### config.mk
export PLATFORM = sky130hd
export DESIGN_NAME = dp_arbiter
export DESIGN_NICKNAME = d
export VERILOG_FILES = /design/src/rtl/dp_arbiter.sv
export SDC_FILE = /design/constraint.sdc
export NUM_CORES = 1
export LEC_CHECK = 0
export BUFFER_PORTS_ARGS = -buffer_cell sky130_fd_sc_hd__buf_4
export CAP_MARGIN = 20
export CORE_AREA = 2 2 39 41
export DETAILED_ROUTE_END_ITERATION = 10
export DIE_AREA = 0 0 41 43
export GPL_TIMING_DRIVEN = 0
export PLACE_DENSITY_LB_ADDON = 0.2
export SLEW_MARGIN = 20
export SYNTH_ARGS = -nofsm -noshare
export SYNTH_HDL_FRONTEND = slang
export SYNTH_SLANG_ARGS = --single-unit
### constraint.sdc
create_clock -name clk -period 1.4 [get_ports clk]
set_clock_uncertainty 0.1 [all_clocks]
set_input_delay 0.07 -clock clk [delete_from_list [all_inputs] [get_ports clk]]
set_output_delay 0.07 -clock clk [all_outputs]
set_load 0.01 [all_outputs]
### src/rtl/dp_arbiter.sv
// dp_arbiter: two-requester round-robin register-file write arbiter; define DP_ARBITER_PREEMPT_EN for forced release after MAX_HOLD cycles
module dp_arbiter #(
  parameter int MAX_HOLD = 16
) (
  input  logic       clk,
  input  logic       reset,
  input  logic [1:0] req,
  input  logic       write_in0,
  input  logic       write_in1,
  input  logic [2:0] writenum_in0,
  input  logic [2:0] writenum_in1,
  output logic [1:0] gnt,
  output logic       write,
  output logic [2:0] writenum,
  output logic       busy,
  output logic       preempt
);
  typedef enum logic [1:0] {IDLE, OWN0, OWN1} state_t;
  state_t state, nxt;
  logic last_owner, own, stay, take;
`ifdef DP_ARBITER_PREEMPT_EN
  logic [7:0] hold;
`else
  assign preempt = 1'b0;
`endif
  always_comb begin
    own = state == OWN1;
`ifdef DP_ARBITER_PREEMPT_EN
    take = state != IDLE && hold == 8'(MAX_HOLD - 1) && req[!own];
`else
    take = 1'b0;
`endif
    stay = state != IDLE && req[own] && !take;
    nxt = state == IDLE ? (req == 2'b00 ? IDLE : req == 2'b01 ? OWN0 : req == 2'b10 ? OWN1 : last_owner ? OWN0 : OWN1)
        : stay ? state : req[!own] ? (own ? OWN0 : OWN1) : IDLE;
  end
  always_ff @(posedge clk) begin
    if (reset) begin
      state      <= IDLE;
      gnt        <= 2'b00;
      last_owner <= 1'b1;
`ifdef DP_ARBITER_PREEMPT_EN
      hold       <= 8'd0;
      preempt    <= 1'b0;
`endif
    end else begin
      state <= nxt;
      gnt   <= {nxt == OWN1, nxt == OWN0};
      if (nxt != IDLE && nxt != state) last_owner <= nxt == OWN1;
`ifdef DP_ARBITER_PREEMPT_EN
      hold    <= (nxt == IDLE || nxt != state) ? 8'd0 : hold == 8'(MAX_HOLD - 1) ? hold : hold + 8'd1;
      preempt <= take;
`endif
    end
  end
  // a requester that has let go of req never writes, even with gnt still up
  assign write    = (gnt[0] & req[0] & write_in0) | (gnt[1] & req[1] & write_in1);
  assign writenum = gnt[0] ? writenum_in0 : gnt[1] ? writenum_in1 : 3'b000;
  assign busy     = |gnt;
endmodule
==> metrics <==
Post-Synthesis Cells=39; WP data required=~1.2 ns; DRC=0; Synth cell types=20; Mapped Area=299 sq um; YS warnings=0; initial drt markers=8; Synth top cells by count=7 x nand2_1, 5 x dfxtp_1, 4 x o21ai_0; Area Growth Syn to Fin=68.2%; f_max=around 0.83 GHz; Hold Vio Cnt, Final=0; Die H=between 40 and 50 um; number of global-route vias before repair=~230; global-route wire length before repair=883 um; Post-Syn Nets=51; Seq cells post-synth=5; Crit Path Max Fanout=9; FP Rows=14; setup TNS=0 ns; total track usage=7.72%; top-count cell post-synth=nand2_1; post-synth top area cell=dfxtp_1; Power Dens Cells=just under 900 nW/um^2; clock period minus final worst setup slack=1.21 ns; Initial Util=a little over a fifth; IO Port Bufs=17; 1st-pass router iterations=4; dpl hpwl=between 500 and 600 um; Max-Cap Viols=0; Worst IR Drop VDD=between 0.4 and 0.5 mV; post-cts sizing count=0; final setup vio count=0; Pleak=about 0.26 nW; Post-Syn Area per Cell=7.67 sq um; crit path cell chain=or2_2, buf_4; Total Wirelength=roughly 720 um; cell family with the largest share of critical-path delay=flip-flops; routed vias=336; Reg clk slew, reported paths=about 0.040 ns; Die X=roughly 41 um; clk_lat worst skew=0.24 ns; Inserted Clock Buffers=3; number of synthesized flops with an enable pin=0; CTS tree=done; CTS Buffer Depth=2; dominant synthesized flop cell=dfxtp_1; initial antenna violation count=0; layout cells sized above 1=approximately 40%; Crit Path Category=reg -> out; Slew Viols, Final=0; Data arrival, critical path=around 1.0 ns; clock sinks=5; routability cong.=approximately 0.73; pin count of the biggest net entering global routing=10; crit-path max cell delay=around 0.37 ns; Detail Route Antenna Nets=0; clk root buf=clkbuf_4; overall power=0.000445 W; n_diodes=0; Overflow after GRT=0; via/cell ratio=4.25; placed cells=72; RSZ-0062 raised after global routing=false; Final period util=about 86%; Startpoint Class=flip-flop; top cells by area, synth=dfxtp_1 33%, nand2_1 8.8%, o21ai_0 6.7%, a21oi_1 5.0%, a221oi_2 5.0%; worst hold-check path type=in -> out; outcome=completed; Boundary Pins=20; ys async rst share=0%; core box area=1380 sq um; Critical-path top delay cell=dfxtp_1; Post-Layout Cell Count=79; WL/cell=about 9 um; Worst setup EP type=primary output; H-tree depth=1; final net count=76; sequential area share after synthesis=between 30% and 40%; Synth top area share=~33%; WP buf/inv=1; DIE AREA=between 1500 and 2000 sq um
==> layer usage <==
metal | up-vias | share of wire, % | GRT usage, %
met5 | - | 0 | 0
met4 | 0 | 1.4 | 10.0
met3 | 2 | 14 | 2.09
met2 | 19 | 39 | 9.69
met1 | 131 | 46 | 8.65
li1 | 184 | - | -
==> report_power, final <==
part | internal, W | switching, W
Sequential | 0.000154 | 0.0000166
Clock | 0.000108 | 0.0000569
Combinational | 0.0000678 | 0.0000425
==> cell type report <==
class / instances / area (sq um)
inverter: 3 / 11.3
clock buffer: 4 / 26.3
timing repair buffer: 20 / 158
fill: 147 / 881
buffer: 2 / 18.8
sequential: 5 / 100
tap: 16 / 20.0
multi-input combinational: 29 / 169
==> cell families (layout without fill, tap and decap cells) <==
| group | count (synthesis) | in the layout | share of synthesized area [%] |
|---|---|---|---|
| flip-flops | 5 | 5 | 33.5 |
| buffers and inverters | 5 | 29 | 10.0 |
| AO/OA/AOI/OAI | 14 | 14 | 31.8 |
| AND/OR/NAND/NOR | 14 | 14 | 23.4 |
| other | 1 | 1 | 1.25 |
==> timing repair <==
item | in CTS | in global routing
hold buffers | 3 | 0
setup buffers | 0 | 0
endpoints found under the hold margin | 4 | 0
==> path summary, 6_finish.rpt <==
check	start	end	slack, ns	cells past startpoint
max	gnt[0]$_SDFF_PP0_	busy	0.19	2
min	writenum_in0[1]	writenum[1]	0.33	4
max reg2reg	state[0]$_SDFF_PP0_	last_owner$_SDFFE_PP1P_	0.33	3
min reg2reg	last_owner$_SDFFE_PP1P_	last_owner$_SDFFE_PP1P_	0.48	2
==> cells in the final DEF (no fill, tap or decap), drive strengths merged, types with 2 or more instances in the layout <==
cell and instances:
o21ai 5, a21oi 3, nand3 2, dfxtp 5
nand2 7, clkbuf 4, dlygate4sd3 3, buf 19
inv 3, nor2 2
==> worst reg2reg max path, stage by stage (launching register included) <==
cell and delay (ns):
dfxtp_1 0.43, nor2_1 0.10, a221oi_2 0.25, o21ai_1 0.09
==> state kept, by name, indices dropped and copies added (netlist names) <==
register	flops
last_owner	1
state	2
gnt	2
==> stage by stage <==
stage	utilization, %	worst slack (ns)	hold slack [ns]	cell area, sq um
final	36.3	0.189	0.325	503
after global routing	36.3	0.126	0.350	503
after CTS	36.3	0.177	0.330	503
after detailed placement	32.3	0.330	0.176	447
after global placement	32.3	0.342	0.173	447
after floorplan	-	0.398	0.0424	299
Note: power is estimated with default switching activity, not from simulation.
